==> src/rtl/ps2_pkg.sv <==
// Shared types for the PS/2 key tracker: frame/decoder state encodings,
// scan-code prefix bytes, the event record and the odd-parity helper.
package ps2_pkg;

    typedef enum logic [1:0] {
        IDLE   = 2'd0,
        DATA   = 2'd1,
        PARITY = 2'd2,
        STOP   = 2'd3
    } rx_state_t;

    typedef enum logic [1:0] {
        NORM = 2'd0,
        E0   = 2'd1,
        F0   = 2'd2,
        E0F0 = 2'd3
    } dec_state_t;

    localparam logic [7:0] PS2_EXT_BYTE = 8'hE0;
    localparam logic [7:0] PS2_BRK_BYTE = 8'hF0;

    typedef struct packed {
        logic [7:0] code;
        logic       ext;
        logic       brk;
    } ps2_event_t;

    function automatic logic odd_parity_ok(input logic [7:0] data, input logic par);
        return ^{data, par};
    endfunction

endpackage

==> src/rtl/ps2_rx_frame.sv <==
// PS/2 frame receiver: line synchronisers, PS2_CLK glitch filter, frame FSM and
// idle timeout. Define PS2_PARITY_CHECK_EN to reject frames with bad odd parity.
module ps2_rx_frame
    import ps2_pkg::*;
#(
    parameter int FILTER_LEN  = 8,
    parameter int TIMEOUT_CYC = 50000
) (
    input  logic       clock50,
    input  logic       reset,
    input  logic       PS2_CLK,
    input  logic       PS2_DAT,
    output logic [7:0] rx_byte,
    output logic       rx_valid,
    output logic       rx_err
);

    localparam int FW = $clog2(FILTER_LEN + 1);
    localparam int TW = $clog2(TIMEOUT_CYC + 1);
    localparam logic [FW-1:0] FLT_LAST = FW'(FILTER_LEN - 1);
    localparam logic [TW-1:0] TMO_LAST = TW'(TIMEOUT_CYC - 1);

    logic          clk_meta_r, clk_sync_r, dat_meta_r, dat_sync_r;
    logic          clk_filt_r;
    logic [FW-1:0] flt_cnt_r;
    logic [TW-1:0] tmo_cnt_r;
    logic [2:0]    bit_cnt_r;
    logic [7:0]    shift_r;
    logic [7:0]    byte_r;
    logic          byte_valid_r, frame_err_r;
    rx_state_t     state_r, state_n;
    logic          fall_s, timeout_s, parity_ok_s, strobe_s, err_s;

`ifdef PS2_PARITY_CHECK_EN
    logic par_r;
    assign parity_ok_s = odd_parity_ok(shift_r, par_r);
`else
    assign parity_ok_s = 1'b1;
`endif

    // Two-flop synchronisers; both lines idle high
    always_ff @(posedge clock50 or posedge reset) begin
        if (reset) begin
            clk_meta_r <= 1'b1;
            clk_sync_r <= 1'b1;
            dat_meta_r <= 1'b1;
            dat_sync_r <= 1'b1;
        end else begin
            clk_meta_r <= PS2_CLK;
            clk_sync_r <= clk_meta_r;
            dat_meta_r <= PS2_DAT;
            dat_sync_r <= dat_meta_r;
        end
    end

    // PS2_CLK only changes after FILTER_LEN consecutive samples disagree with it
    always_ff @(posedge clock50 or posedge reset) begin
        if (reset) begin
            clk_filt_r <= 1'b1;
            flt_cnt_r  <= FW'(0);
        end else if (clk_sync_r == clk_filt_r) begin
            flt_cnt_r <= FW'(0);
        end else if (flt_cnt_r == FLT_LAST) begin
            clk_filt_r <= clk_sync_r;
            flt_cnt_r  <= FW'(0);
        end else begin
            flt_cnt_r <= flt_cnt_r + FW'(1);
        end
    end

    assign fall_s    = (clk_sync_r != clk_filt_r) && (flt_cnt_r == FLT_LAST) && clk_filt_r;
    assign timeout_s = (state_r != IDLE) && !fall_s && (tmo_cnt_r == TMO_LAST);

    // Frame state register
    always_ff @(posedge clock50 or posedge reset) begin
        if (reset) begin
            state_r <= IDLE;
        end else begin
            state_r <= state_n;
        end
    end

    // Frame next-state logic; a stalled line aborts from any non-idle state
    always_comb begin
        state_n = state_r;
        case (state_r)
            IDLE: begin
                if (fall_s && !dat_sync_r) state_n = DATA;
                else                       state_n = IDLE;
            end
            DATA: begin
                if (timeout_s)                        state_n = IDLE;
                else if (fall_s && bit_cnt_r == 3'd7) state_n = PARITY;
                else                                  state_n = DATA;
            end
            PARITY: begin
                if (timeout_s)   state_n = IDLE;
                else if (fall_s) state_n = STOP;
                else             state_n = PARITY;
            end
            STOP: begin
                if (timeout_s || fall_s) state_n = IDLE;
                else                     state_n = STOP;
            end
            default: state_n = IDLE;
        endcase
    end

    // Frame outputs: byte strobe on a good stop bit, error on bad stop/parity/timeout
    always_comb begin
        strobe_s = 1'b0;
        err_s    = 1'b0;
        if (state_r == STOP && fall_s) begin
            if (!dat_sync_r || !parity_ok_s) err_s = 1'b1;
            else                             strobe_s = 1'b1;
        end else if (timeout_s) begin
            err_s = 1'b1;
        end else begin
            strobe_s = 1'b0;
        end
    end

    // Bit shifting, bit count and idle timer
    always_ff @(posedge clock50 or posedge reset) begin
        if (reset) begin
            bit_cnt_r <= 3'd0;
            shift_r   <= 8'h00;
            tmo_cnt_r <= TW'(0);
`ifdef PS2_PARITY_CHECK_EN
            par_r     <= 1'b0;
`endif
        end else begin
            tmo_cnt_r <= (state_r == IDLE || fall_s) ? TW'(0) : tmo_cnt_r + TW'(1);
            if (state_r == IDLE) begin
                bit_cnt_r <= 3'd0;
            end else if (state_r == DATA && fall_s) begin
                shift_r   <= {dat_sync_r, shift_r[7:1]};
                bit_cnt_r <= bit_cnt_r + 3'd1;
            end else begin
                bit_cnt_r <= bit_cnt_r;
            end
`ifdef PS2_PARITY_CHECK_EN
            if (state_r == PARITY && fall_s) par_r <= dat_sync_r;
`endif
        end
    end

    // Registered byte/strobe/error outputs
    always_ff @(posedge clock50 or posedge reset) begin
        if (reset) begin
            byte_r       <= 8'h00;
            byte_valid_r <= 1'b0;
            frame_err_r  <= 1'b0;
        end else begin
            byte_valid_r <= strobe_s;
            frame_err_r  <= err_s;
            if (strobe_s) byte_r <= shift_r;
        end
    end

    assign rx_byte  = byte_r;
    assign rx_valid = byte_valid_r;
    assign rx_err   = frame_err_r;

endmodule

==> src/rtl/ps2_key_tracker.sv <==
// PS/2 scan-code decoder with per-key held state and an event FIFO.
// PS2_PARITY_CHECK_EN (passed through to ps2_rx_frame) enables parity rejection.
module ps2_key_tracker
    import ps2_pkg::*;
#(
    parameter int                      NUM_KEYS    = 5,
    parameter logic [9*NUM_KEYS-1:0]   KEY_CODES   = {9'h02D, 9'h029, 9'h021, 9'h01B, 9'h01D},
    parameter int                      FIFO_DEPTH  = 4,
    parameter int                      FILTER_LEN  = 8,
    parameter int                      TIMEOUT_CYC = 50000
) (
    input  logic                clock50,
    input  logic                reset,
    input  logic                PS2_CLK,
    input  logic                PS2_DAT,
    output logic [NUM_KEYS-1:0] key_down,
    output logic                ev_valid,
    input  logic                ev_ready,
    output logic [7:0]          ev_code,
    output logic                ev_ext,
    output logic                ev_break,
    output logic                frame_err,
    output logic                ev_overflow
);

    localparam int AW = $clog2(FIFO_DEPTH);
    localparam logic [AW:0] PTR_ONE = (AW + 1)'(1);

    logic [7:0]          rx_byte_s;
    logic                rx_valid_s, rx_err_s;
    dec_state_t          dec_r, dec_n;
    ps2_event_t          ev_s, head_r, head_n;
    logic                push_s, pop_s, full_s, wr_en_s, ovf_s, valid_n;
    logic [AW:0]         wr_r, rd_r, wr_n, rd_n;
    ps2_event_t          mem_r [FIFO_DEPTH];
    logic [NUM_KEYS-1:0] key_down_r, key_down_n;
    logic                ev_valid_r, ev_overflow_r;

    ps2_rx_frame #(
        .FILTER_LEN  (FILTER_LEN),
        .TIMEOUT_CYC (TIMEOUT_CYC)
    ) u_rx (
        .clock50  (clock50),
        .reset    (reset),
        .PS2_CLK  (PS2_CLK),
        .PS2_DAT  (PS2_DAT),
        .rx_byte  (rx_byte_s),
        .rx_valid (rx_valid_s),
        .rx_err   (rx_err_s)
    );

    // Decoder state register
    always_ff @(posedge clock50 or posedge reset) begin
        if (reset) begin
            dec_r <= NORM;
        end else begin
            dec_r <= dec_n;
        end
    end

    // Prefix bytes accumulate ext/break flags; any other byte closes the event
    always_comb begin
        dec_n = dec_r;
        if (!rx_valid_s) begin
            dec_n = dec_r;
        end else if (rx_byte_s == PS2_EXT_BYTE) begin
            case (dec_r)
                F0, E0F0: dec_n = E0F0;
                default:  dec_n = E0;
            endcase
        end else if (rx_byte_s == PS2_BRK_BYTE) begin
            case (dec_r)
                E0, E0F0: dec_n = E0F0;
                default:  dec_n = F0;
            endcase
        end else begin
            dec_n = NORM;
        end
    end

    // Decoder outputs: event record and push strobe
    always_comb begin
        ev_s.code = rx_byte_s;
        ev_s.ext  = (dec_r == E0) || (dec_r == E0F0);
        ev_s.brk  = (dec_r == F0) || (dec_r == E0F0);
        push_s    = rx_valid_s && (rx_byte_s != PS2_EXT_BYTE) && (rx_byte_s != PS2_BRK_BYTE);
    end

    // Held-key map follows every completed event, even one the FIFO drops
    always_comb begin
        key_down_n = key_down_r;
        for (int i = 0; i < NUM_KEYS; i++) begin
            if (push_s && ({ev_s.ext, ev_s.code} == KEY_CODES[i*9 +: 9])) key_down_n[i] = ~ev_s.brk;
            else                                                         key_down_n[i] = key_down_r[i];
        end
    end

    // FIFO control; head is pre-computed so the outputs come straight from flops
    always_comb begin
        pop_s   = ev_valid_r && ev_ready;
        full_s  = (wr_r[AW] != rd_r[AW]) && (wr_r[AW-1:0] == rd_r[AW-1:0]);
        wr_en_s = push_s && (!full_s || pop_s);
        ovf_s   = push_s && full_s && !pop_s;
        wr_n    = wr_en_s ? wr_r + PTR_ONE : wr_r;
        rd_n    = pop_s   ? rd_r + PTR_ONE : rd_r;
        valid_n = (wr_n != rd_n);
        if (!valid_n)                                          head_n = head_r;
        else if (wr_en_s && (wr_r[AW-1:0] == rd_n[AW-1:0]))    head_n = ev_s;
        else                                                   head_n = mem_r[rd_n[AW-1:0]];
    end

    // Event storage; contents are only observed through the pointers
    always_ff @(posedge clock50) begin
        if (wr_en_s) mem_r[wr_r[AW-1:0]] <= ev_s;
    end

    // Pointers and registered outputs
    always_ff @(posedge clock50 or posedge reset) begin
        if (reset) begin
            wr_r          <= (AW + 1)'(0);
            rd_r          <= (AW + 1)'(0);
            head_r        <= '{code: 8'h00, ext: 1'b0, brk: 1'b0};
            ev_valid_r    <= 1'b0;
            ev_overflow_r <= 1'b0;
            key_down_r    <= NUM_KEYS'(0);
        end else begin
            wr_r          <= wr_n;
            rd_r          <= rd_n;
            head_r        <= head_n;
            ev_valid_r    <= valid_n;
            ev_overflow_r <= ovf_s;
            key_down_r    <= key_down_n;
        end
    end

    assign key_down    = key_down_r;
    assign ev_valid    = ev_valid_r;
    assign ev_code     = head_r.code;
    assign ev_ext      = head_r.ext;
    assign ev_break    = head_r.brk;
    assign frame_err   = rx_err_s;
    assign ev_overflow = ev_overflow_r;

endmodule
==> config.mk <==
export PLATFORM = sky130hd
export DESIGN_NAME = ps2_key_tracker
export DESIGN_NICKNAME = d
export VERILOG_FILES = /design/src/rtl/ps2_pkg.sv /design/src/rtl/ps2_rx_frame.sv /design/src/rtl/ps2_key_tracker.sv
export SDC_FILE = /design/constraint.sdc
export NUM_CORES = 1
export LEC_CHECK = 0
export CAP_MARGIN = 20
export CORE_MARGIN = 2
export CORE_UTILIZATION = 39
export DETAILED_ROUTE_END_ITERATION = 10
export MAX_ROUTING_LAYER = met4
export PLACE_DENSITY = 0.62
export SLEW_MARGIN = 20
export SYNTH_ARGS = -nofsm -noshare
export SYNTH_HDL_FRONTEND = slang
export SYNTH_SLANG_ARGS = --single-unit
==> constraint.sdc <==
create_clock -name clock50 -period 3.8 [get_ports clock50]
set_clock_uncertainty 0.2 [all_clocks]
set_input_delay 0.57 -clock clock50 [delete_from_list [all_inputs] [get_ports clock50]]
set_output_delay 0.57 -clock clock50 [all_outputs]
set_load 0.1 [all_outputs]
After elaboration in Yosys (flattened, before gate mapping)
Memories as Yosys holds them, arrays and structs flattened. A register that Yosys moved wholly into a read port is not among the register bits.
Index checks and enable logic that the tools add are counted.
- register bits after elaboration: 63
- memory bits (writable): 40
- input bits: 5
- output and inout bits: 18
- logic and storage cells: 116
- memories kept: 1
- add/sub/neg operators: 5
- eq/ne operators: 23
- mux-type cells: 25
- bitwise gates (word level): 3
- reduce and logical (&&, ||, !) cells: 36
- memories (memory ; depth ; bits a word ; read ports ; clocked after Yosys merged registers in ; wr ports ; line ; RTL):
    mem_r ; 4 ; 10 ; 1 ; 1 ; 1 ; ps2_key_tracker.sv:35 ; ps2_event_t mem_r [FIFO_DEPTH];
- operators by type and width (kind ; count):
    $eq 9x6->1 const B ; 3
    $logic_and 1x1->1 ; 20
    $eq 9x5->1 const B ; 2
    $add 16x1->16 const B ; 1
    $eq 16x16->1 const B ; 1
    $eq 8x8->1 const B ; 2
    $mux 16 ; 1
    $ne 8x8->1 const B ; 2
    $mux 2 ; 7
    $mux 3 ; 4
    $mux 1 ; 10
    $add 3x1->3 const B ; 3
    $eq 2x2->1 const B ; 4
    $mux 4 ; 2
    $pmux 2 s4 ; 1
    $logic_or 1x1->1 ; 5
    $add 4x1->4 const B ; 1
    $eq 2x1->1 const B ; 2
    $eq 4x3->1 const B ; 1
    $logic_not 1->1 ; 4
    $reduce_and 2->1 ; 2
    $reduce_bool 2->1 ; 2
    $reduce_or 2->1 ; 2
    $eq 3x3->1 const B ; 1
    6 further kinds ; 9

Depth between registers and ports, before layout
Gate-level depths: netlist of run 1.
- word-level depth: 9
- gate-level depth with buffers: 8
- mapped depth without buffers: 7

Hierarchy
From an unflattened synthesis of run 1, not the netlist that was laid out.
- cell total of the unflattened synthesis: 378
- area total of the unflattened synthesis: 5231.3 µm²
- modules (own cells, without submodules) (module ; instances ; cells an instance ; area each (µm²) ; seq. area each (µm²)):
    ps2_key_tracker ; 1 ; 189 ; 2982.9 ; 1826.8
    ps2_rx_frame ; 1 ; 189 ; 2248.4 ; 1207.4

Least setup slack after synthesis of run 1
Ideal clock, no wire load.
- path kind: register -> register
- start point: register ev_valid_r (netlist: ev_valid)
- end point: register, netlist name ev_code[0]
- data arrival time: 2.466 ns
- required time: 3.474 ns
- slack: 1.008 ns
- cell stages (with the launch flop): 6
- clock period less this slack: 2.792 ns
- path through: dfrtp_1 and2_1 nand3_2 a211oi_4 mux2_2 mux2_4
- cells in the longest elaborated chain, start to end: 5
- elaborated cells on any way between the ends: 6
- classes of those cells: 1 x eq/ne; 2 x mux; 3 x reduce/logical
- RTL lines (item ; line ; RTL):
    start, declared ; ps2_key_tracker.sv:37 ; logic ev_valid_r, ev_overflow_r;
    start signal, assigned ; ps2_key_tracker.sv:130 ; ev_valid_r <= valid_n;
    $logic_and 1x1->1 * ; ps2_key_tracker.sv:100 ; pop_s = ev_valid_r && ev_ready;
    $logic_or 1x1->1 ; ps2_key_tracker.sv:102 ; wr_en_s = push_s && (!full_s || pop_s);
    $logic_and 1x1->1 ; ps2_key_tracker.sv:102 ;
    $mux 3 ; ps2_key_tracker.sv:104 ; wr_n = wr_en_s ? wr_r + PTR_ONE : wr_r;
    $ne 3x3->1 ; ps2_key_tracker.sv:106 ; valid_n = (wr_n != rd_n);
Every way passes the cells marked *; elsewhere a longest branch is shown, timed or not.
A chain may end at the register's enable or synchronous reset.

Worst setup path after layout of run 1
- start point: register u_rx.byte_r[1] (netlist: u_rx.rx_byte[1])
- end point: register, netlist name ev_code[4]
- cells in the longest elaborated chain, start to end: 6
- elaborated cells on any way between the ends: 7
- classes of those cells: 3 x eq/ne; 1 x mux; 3 x reduce/logical
- RTL lines (item ; line ; RTL):
    start, declared ; ps2_rx_frame.sv:29 ; logic [7:0] byte_r;
    start signal, assigned ; ps2_rx_frame.sv:157 ; if (strobe_s) byte_r <= shift_r;
    $ne 8x8->1 ; ps2_key_tracker.sv:86 ; push_s = rx_valid_s && (rx_byte_s != PS2_EXT_BYTE) && (rx_byte_s != PS2_BRK_BYTE);
    $logic_and 1x1->1 ; ps2_key_tracker.sv:86 ;
    $logic_and 1x1->1 * ; ps2_key_tracker.sv:86 ;
    $logic_and 1x1->1 * ; ps2_key_tracker.sv:102 ;
    $mux 3 * ; ps2_key_tracker.sv:104 ;
    $ne 3x3->1 * ; ps2_key_tracker.sv:106 ;
Marks and branches as above.

==> results.cfg, run 1 <==
[placement]
post_dp_cell_area_um2 = 5854
port_buffers = 22
pre_cts_ws_ns = 0.5705
dp.final_hpwl_um = 7084
globalplace.congestion = 0.8708

[detailed_routing]
wl_per_cell_um = 16.67
drc = 0
wl_um = 10420
vias_per_cell = 5.045
firstDrtPassIters = 4
drt_iter0_drc = 109
drtAntennaViolNets = 0
vias = 3153

[logic_synthesis]
ys_top_cells_by_area = dfrtp_1 (31%), edfxtp_1 (22%), mux2i_1 (12%), mux2_2 (7.1%), mux2_4 (2.5%)
synth_common_cells = dfrtp_1 (68), mux2i_1 (64), edfxtp_1 (40)
synthCells = 399
synthArstFlopShare_pct = 64.60
synth_nets = 413
synth-seq-cells = 113
synthFlopType = dfrtp_1
syn_area_per_cell_um2 = 13.59
yosysWarnings = 0
synth_edf_count = 40
synth_area_um2 = 5424
synth.most_common_cell = dfrtp_1
yosysTopAreaCell = dfrtp_1
yosys.area.top_type_share_pct = 31.37
yosys.cell_types.count = 49
ys_seq_area_share_pct = 55.94

[clock_network]
clock-root-buffer = clkbuf_16
h-tree-depth = 4
cts_resized = 0
cts_made_buffers = 17
postCtsSetupRepairBufs = 0
worstSkewPairLatency_ns = 0.40
clkSlewWorstSetupHoldPaths_ns = 0.05
cts_hold_buffers = 0
clock_path_buffers = 2
cts_tree = yes
cts.sink_count = 113

[floorplanning]
core_area_um2 = 13720
die_h_um = 121.9
ioPinCount = 23
initial_utilization_pct = 39.53
fp.dieW_um = 121.9
rows = 43
fp.dieArea_um2 = 14870

[layout]
fin_nets = 446
layout-drive-gt1-share_pct = 20.67
syn2layout_area_growth_pct = 17.88
design_area_um2 = 6394
n_antenna_cell = 0

[global_routing]
gr-usage-all-layers_pct = 15.61
grt_pass1_vias = 3320
grt_overflow_total = 0
antenna_found_initial = 0
grt_max_degree = 29
grt_pass1_wl_um = 17040

[critical_path]
crit_type = reg -> reg
worstPathRequired_ns = 3.88
rrSetupSlack_ns = 0.79
end_kind = flip-flop
crit_chain = or4b_4 -> o31ai_4 -> a21oi_1 -> a2bb2oi_2 -> mux2_2
crit_fanout = 11
cp_slowest_cell = a2bb2oi_2
slowest_delay_ns = 0.67
crit_arrival_ns = 3.09
cp-start-kind = flip-flop

[flow_run]
cap_violations = 0

[status]
status = finished clean

[power_and_ir_drop]
ir_drop_mv = 0.3099
p_leak_nw = 2.843
power_density_nw_per_um2 = 547.4

[timing]
worst_pin_slew_ns = 0.9977
clock.fmax_ghz = 0.3320
hold_viol_final = 0
setup_viol = 0
finalCritPeriodShare_pct = 79.27
maxSlewHeadroom_pct = 33.28
slew_violations = 0
worst_slack_ns = 0.7876
fin_crit_ns = 3.012
rsz0062_at_grt = no
tns_ns = 0

[worst_hold_path]
hold_path.class = reg -> reg
## path summary, 6_finish.rpt
path / startpoint / to / cells after the start
hold / removal: u_rx.clk_meta_r / u_rx.clk_sync_r / 0
hold reg to reg: u_rx.clk_meta_r / u_rx.clk_sync_r / 0
max in group asynchronous: reset / u_rx.rx_byte[1] / 3
setup / recovery: u_rx.rx_byte[1] / ev_code[4] / 5
min in group asynchronous: reset / wr_r[2] / 2
setup reg to reg: u_rx.rx_byte[1] / ev_code[4] / 5
## placed cells by master, fill, tap and decap left out, types with 7 or more instances in the layout
| master | Yosys | routed |
|---|---|---|
| a22o_1 | 7 | 7 |
| buf_4 | 0 | 8 |
| clkbuf_16 | 0 | 17 |
| clkdlybuf4s50_1 | 0 | 22 |
| dfrtp_1 | 68 | 68 |
| edfxtp_1 | 40 | 40 |
| ha_1 | 9 | 9 |
| mux2_2 | 34 | 34 |
| mux2_4 | 9 | 9 |
| mux2i_1 | 64 | 64 |
| nand2_1 | 13 | 13 |
| nand3_1 | 11 | 11 |
| nor2_1 | 26 | 26 |
| xnor2_1 | 15 | 15 |
| xor2_1 | 13 | 13 |
## sequential cells by signal, indices dropped and copies added, names as in the netlist, 2 cells and up
signal / flops
mem_r: 40
rd_r: 3
wr_r: 3
u_rx.tmo_cnt_r: 16
u_rx.rx_byte: 8
dec_r: 2
u_rx.shift_r: 8
key_down: 5
u_rx.flt_cnt_r: 4
ev_code: 8
u_rx.bit_cnt_r: 3
u_rx.state_r: 2
## where the power goes
group | switching (mW) | internal, mW | leakage [nW] | total, mW
Combinational | 0.412 | 0.326 | 1.12 | 0.738
Clock | 0.504 | 0.925 | 0.269 | 1.43
Sequential | 0.0310 | 1.30 | 1.45 | 1.33
Total | 0.947 | 2.55 | 2.84 | 3.50
## layer usage
| layer | track usage (%) | vias to the layer above | part of all wire, % | wire length (um) |
|---|---|---|---|---|
| li1 | - | 1516 | - | - |
| met1 | 18.83 | 1598 | 45 | 4685 |
| met2 | 26.40 | 29 | 52 | 5398 |
| met3 | 3.137 | 10 | 1.9 | 201 |
| met4 | 4.957 | 0 | 1.3 | 131 |
| met5 | - | - | 0 | 0 |
## layout make-up
class                   instances  area (um^2)
fillers                      1239         7326
repair buffers                 30        280.3
clock buffers                  25        475.5
flip-flops and latches        113         3034
inverters                       7        26.28
clock inverters                 7        60.06
well taps                     180        225.2
multi-input cells             263         2292
## through the flow
stage | util, % | total power [mW] | std cells | hold WS [ns]
2_1_floorplan | - | 1.954 | 399 | 0.1452
3_3_place_gp | 42.67 | 2.082 | 593 | 0.1463
3_5_place_dp | 42.67 | 2.098 | 593 | 0.1482
4_1_cts | 46.58 | 3.531 | 625 | 0.1557
5_1_grt | 46.60 | 3.640 | 625 | 0.1569
6_report | 46.60 | 3.500 | 625 | 0.1543
## cells by family (layout without fill, tap and decap cells)
family / after synthesis / after routing / synth area share (%)
flops: 113 / 113 / 55.94
mux: 112 / 112 / 22.40
simple gates: 89 / 89 / 9.112
xor+xnor: 29 / 29 / 4.821
compound gates: 24 / 24 / 3.783
buf+inv: 23 / 69 / 1.869
fa+ha+maj: 9 / 9 / 2.076
## critical path, delay by kind of cell, from the launching register on
kind             cells  cell delay [ns]
multiplexers         1             0.41
flip-flops           1             0.49
AND/OR/NAND/NOR      1             0.57
AO/OA/AOI/OAI        3             1.21
Power figures use the tool's default switching activity.
==> run 2: changes to the inputs <==
- PLACE_DENSITY: 0.62 -> 0.64
- clock period: 3.8 -> 2.62 ns (I/O delays scaled with it)
==> run 2 against run 1 <==
First-iteration DRC count down 7.3%. Non-clock buffer count up 28. Combinational power is 65% higher. Maximum frequency grew 21%. Count of clock-buffer cells in the layout down 5. Critical path type unchanged. Largest cell class unchanged. Highest routed layer unchanged.
==> results.cfg, run 2 (synthesis gave the netlist of run 1 again) <==
[status]
status = finished clean

[floorplanning]
fp.dieW_um = 121.9
core_area_um2 = 13720
initial_utilization_pct = 39.53
ioPinCount = 23
rows = 43
fp.dieArea_um2 = 14870
die_h_um = 121.9

[critical_path]
rr_worst_depth = 7
end_kind = flip-flop
cp_slowest_cell = dfrtp_1
crit_chain = ha_4 -> buf_6 -> mux2i_2 -> mux2i_1 -> mux2_2 -> mux2_1 -> mux2_4
worstPathRequired_ns = 2.70
crit_type = reg -> reg
critical-path-top-delay-family = multiplexers
crit_arrival_ns = 2.58
crit_fanout = 10
slowest_delay_ns = 0.46
critPathBufInv = 1
cp-start-kind = flip-flop
crit_cells = 7

[clock_network]
clock_path_buffers = 2
h-tree-depth = 4
clkSlewWorstSetupHoldPaths_ns = 0.05
cts_tree = yes
clock-root-buffer = clkbuf_16
worstSkewPairLatency_ns = 0.40
cts_hold_buffers = 0
cts_made_buffers = 17
cts.sink_count = 113

[layout]
layout_commonest_cell = dfrtp_1
final_cell_mix = dfrtp_1 (67), mux2i_1 (63), buf_4 (48), edfxtp_1 (40), mux2_2 (34)
fin_nets = 474
n_antenna_cell = 0
fin_cells = 653
fill_cells = 1217
syn2layout_area_growth_pct = 24.27
design_area_um2 = 6740
layout-drive-gt1-share_pct = 29.81
largest_register_ffs = 40

[detailed_routing]
vias_per_cell = 5.006
firstDrtPassIters = 4
drc = 0
wl_um = 10700
wl_per_cell_um = 16.39
drt_iter0_drc = 101
drtAntennaViolNets = 0
vias = 3269

[power_and_ir_drop]
p_int_mw = 4.182
p_sw_mw = 1.448
seqPwrFrac_pct = 34.7
p_comb_share_pct = 21.7
power_density_nw_per_um2 = 835.3
clkPwrFrac_pct = 43.6
p_sw_share_pct = 25.72
p_leak_nw = 3.071
ir_drop_mv = 0.4854

[timing]
clock.fmax_ghz = 0.4002
setup_viol = 0
maxSlewHeadroom_pct = 57.47
fin_crit_ns = 2.499
rsz0062_at_grt = no
worst_pin_slew_ns = 0.6380
hold_viol_final = 0
slew_violations = 0
finalCritPeriodShare_pct = 95.37

[worst_hold_path]
hold_path.class = in -> async

[placement]
port_buffers = 22
dp.final_hpwl_um = 7411
globalplace.congestion = 0.7803
post_dp_cell_area_um2 = 6071
dp.cells = 621

[global_routing]
grt_max_degree = 31
grt_pass1_vias = 3531
gr-usage-all-layers_pct = 16.57
antenna_found_initial = 0
grt_overflow_total = 0
grt_pass1_wl_um = 17930

[flow_run]
cap_violations = 0
run 2: changes by cell type in the layout (fill, tap and decap cells not counted), sizes merged:
| cell | change |
|---|---|
| buf | +46 |
| bufinv | +4 |
| clkdlybuf4s50 | -18 |
| clkbuf | -5 |
| clkinvlp | +1 |
run 2: cell type report:
class                      count  area [um^2]  area share (%)
multi-input combinational    263         2316           34.36
tap                          180        225.2           3.341
timing repair buffer          58        503.0           7.462
sequential                   113         3035           45.03
inverter                       7        26.28          0.3898
clock inverter                12        187.7           2.784
clock buffer                  20        446.7           6.627
run 2: power by group through the flow:
stage                     Clock [mW]  Combinational [mW]  Sequential [mW]
after detailed placement           0                1.15             1.97
after CTS                       2.51                1.20             1.94
after floorplan                    0               0.850             1.99
after global routing            2.60                1.30             1.96
after global placement             0                1.13             1.97
final                           2.46                1.22             1.95
run 2: worst paths after layout:
path / start / endpoint / slack [ns]
worst max register to register: rd_r[0] / ev_code[6] / 0.12
worst max-delay path: rd_r[0] / ev_code[6] / 0.12
min in group clock50: u_rx.clk_meta_r / u_rx.clk_sync_r / 0.15
worst min-delay path: reset / rd_r[2] / 0.14
max in group asynchronous: reset / u_rx.clk_filt_r / 1.43
worst min register to register: u_rx.clk_meta_r / u_rx.clk_sync_r / 0.15
run 2: timing repair:
action / in CTS / in global routing
gates cloned: 0 / 0
endpoints found under the setup margin: 10 / 3
buffers inserted: 0 / 0
resized for setup: 3 / 3
run 2: stage by stage:
stage | worst slack [ns] | TNS [ns] | hold WS (ns) | utilization (%) | power, mW
finish | 0.1212 | 0 | 0.1373 | 49.13 | 5.630
global route | 0.06979 | 0 | 0.1579 | 49.13 | 5.858
CTS | 0.02437 | 0 | 0.1431 | 49.00 | 5.653
detailed placement | -0.2706 | -2.591 | 0.1476 | 44.25 | 3.128
global placement | -0.1764 | -1.258 | 0.1465 | 44.25 | 3.096
floorplan | 0.01477 | 0 | 0.1452 | - | 2.836
run 2: routing by layer:
layer	track usage, %	wire, um	vias up
met1	18.74	4517	1625
met2	28.53	5714	45
met4	6.250	181	0
li1	-	-	1580
met5	-	0	-
met3	3.933	287	19
run 2: worst register-to-register path, delay by kind of cell (launching register included):
| kind | cells | cell delay, ns |
|---|---|---|
| adder cells (fa/ha/maj) | 1 | 0.35 |
| multiplexers | 5 | 1.19 |
| flip-flops | 1 | 0.46 |
| buffers and inverters | 1 | 0.19 |
==> run 3: changes to the inputs <==
- PLACE_DENSITY: 0.64 -> default
==> run 3 against run 2 <==
Global-route usage shrank 0.093 points. Clock power shrank 15%. Worst setup slack lost 0.046 ns. Sequential power is essentially flat. Routed wire length grew 0.79%. First-iteration DRC count shrank 38%. Maximum frequency shrank 1.8%. Count of clock-buffer cells in the layout grew 6. Via count grew 0.31%. Final cell count shrank 0.61%. Worst hold slack is essentially flat. Non-clock buffer count shrank 4.
==> results.cfg, run 3 (synthesis gave the netlist of run 1 again) <==
[power_and_ir_drop]
clkPwrFrac_pct = 40.4
p_sw_share_pct = 27.11
power_density_nw_per_um2 = 783.1
p_leak_nw = 3.024
p_sw_mw = 1.408
seqPwrFrac_pct = 37.4
p_int_mw = 3.785
p_comb_share_pct = 22.2
ir_drop_mv = 0.5069

[floorplanning]
die_h_um = 121.9
core_area_um2 = 13720
rows = 43
fp.dieW_um = 121.9
initial_utilization_pct = 39.53
ioPinCount = 23
fp.dieArea_um2 = 14870

[layout]
layout-drive-gt1-share_pct = 28.78
syn2layout_area_growth_pct = 22.26
final_cell_mix = dfrtp_1 (67), mux2i_1 (64), buf_4 (43), edfxtp_1 (40), mux2_2 (34)
post-route-util_pct = 48.34
largest_register_ffs = 40
layout_commonest_cell = dfrtp_1
n_antenna_cell = 0
fin_nets = 470
fill_cells = 1197

[detailed_routing]
wl_um = 10790
drtAntennaViolNets = 0
wl_per_cell_um = 16.62
vias_per_cell = 5.052
drc = 0
firstDrtPassIters = 4
vias = 3279
drt_iter0_drc = 63

[critical_path]
slowest_delay_ns = 0.55
rrSetupSlack_ns = 0.08
cp_slowest_cell = or4b_4
crit_chain = or4b_4 -> o31ai_4 -> buf_4 -> a211oi_4 -> buf_12 -> mux2_1 -> mux2_4
cp-start-kind = flip-flop
worstPathRequired_ns = 2.71
rr_worst_depth = 7
crit_cells = 7
critical-path-top-delay-family = multiplexers
crit_arrival_ns = 2.63
rr_endpoint = ev_code[6]
crit_fanout = 9
r2r_start = u_rx.rx_byte[0]
critPathBufInv = 2
end_kind = flip-flop
crit_type = reg -> reg

[clock_network]
cts.sink_count = 113
worstSkewPairLatency_ns = 0.41
cts_tree = yes
clkSlewWorstSetupHoldPaths_ns = 0.05
clock-root-buffer = clkbuf_16
cts_made_buffers = 17
clock_path_buffers = 2
h-tree-depth = 4

[global_routing]
grt_overflow_total = 0
grt_pass1_vias = 3455
grt_max_degree = 56
grt_pass1_wl_um = 17630
gr-usage-all-layers_pct = 16.48
antenna_found_initial = 0

[placement]
globalplace.congestion = 0.7677
dp.final_hpwl_um = 7290
pre_cts_ws_ns = -0.3007
port_buffers = 22

[worst_hold_path]
hold_path.class = in -> async

[timing]
clock.fmax_ghz = 0.3930
fin_crit_ns = 2.544
tns_ns = 0
worst_slack_ns = 0.07562
hold_viol_final = 0
setup_viol = 0
maxSlewHeadroom_pct = 59.03
finalCritPeriodShare_pct = 97.11
rsz0062_at_grt = no
worst_pin_slew_ns = 0.6089
slew_violations = 0

[status]
status = finished clean

[flow_run]
cap_violations = 0
-- run 3: cell count changes in the layout (fill, tap and decap cells not counted), sizes merged --
cell	previous run	this run
clkbuf	20	26
buf	54	50
bufinv	5	1
clkinv	6	4
-- run 3: metrics by stage --
step	hold slack, ns	total power [mW]	cell area, um^2	instances
finish	0.1375	5.193	6631	649
global route	0.1560	5.410	6631	649
CTS	0.1343	5.254	6628	649
detailed placement	0.1468	3.094	6038	615
global placement	0.1461	3.061	6038	615
floorplan	0.1452	2.836	5426	399
-- run 3: timing repair --
item,in CTS,in global routing
resized for setup,2,1
endpoints found under the setup margin,10,10
pin swaps,1,0
hold buffers,0,0
setup buffers,2,0
-- run 3: worst max-delay path by stage --
| stage | slack (ns) | from | to |
|---|---|---|---|
| after detailed placement | -0.30 | ev_ready | ev_code[0] |
| final | 0.08 | u_rx.rx_byte[0] | ev_code[6] |
| after CTS | 0.07 | rd_r[0] | ev_code[6] |
| after global placement | -0.20 | ev_ready | ev_code[3] |
| after floorplan | 0.01 | rd_r[0] | ev_code[0] |
| after global routing | 0.0005 | rd_r[0] | ev_code[6] |
-- run 3: routing by layer --
layer	track usage [%]	wire length (um)
met1	18.40	4479
met2	28.39	5825
met3	3.745	243
met4	6.968	238
met5	-	0
-- run 3: cell type report --
cell class              instances  area (um^2)  area share (%)
inverters                       7        26.28          0.3962
well taps                     180        225.2           3.396
flip-flops and latches        113         3035           45.77
clock buffers                  26        489.2           7.377
multi-input cells             263         2303           34.74
clock inverters                 6        57.56          0.8679
repair buffers                 54        494.2           7.453
-- run 3: power groups by stage --
stage | sequential, mW | combinational (mW) | clock [mW]
final | 1.94 | 1.15 | 2.10
after global routing | 1.95 | 1.23 | 2.23
after CTS | 1.94 | 1.17 | 2.15
after detailed placement | 1.97 | 1.13 | 0
after global placement | 1.96 | 1.10 | 0
after floorplan | 1.99 | 0.850 | 0
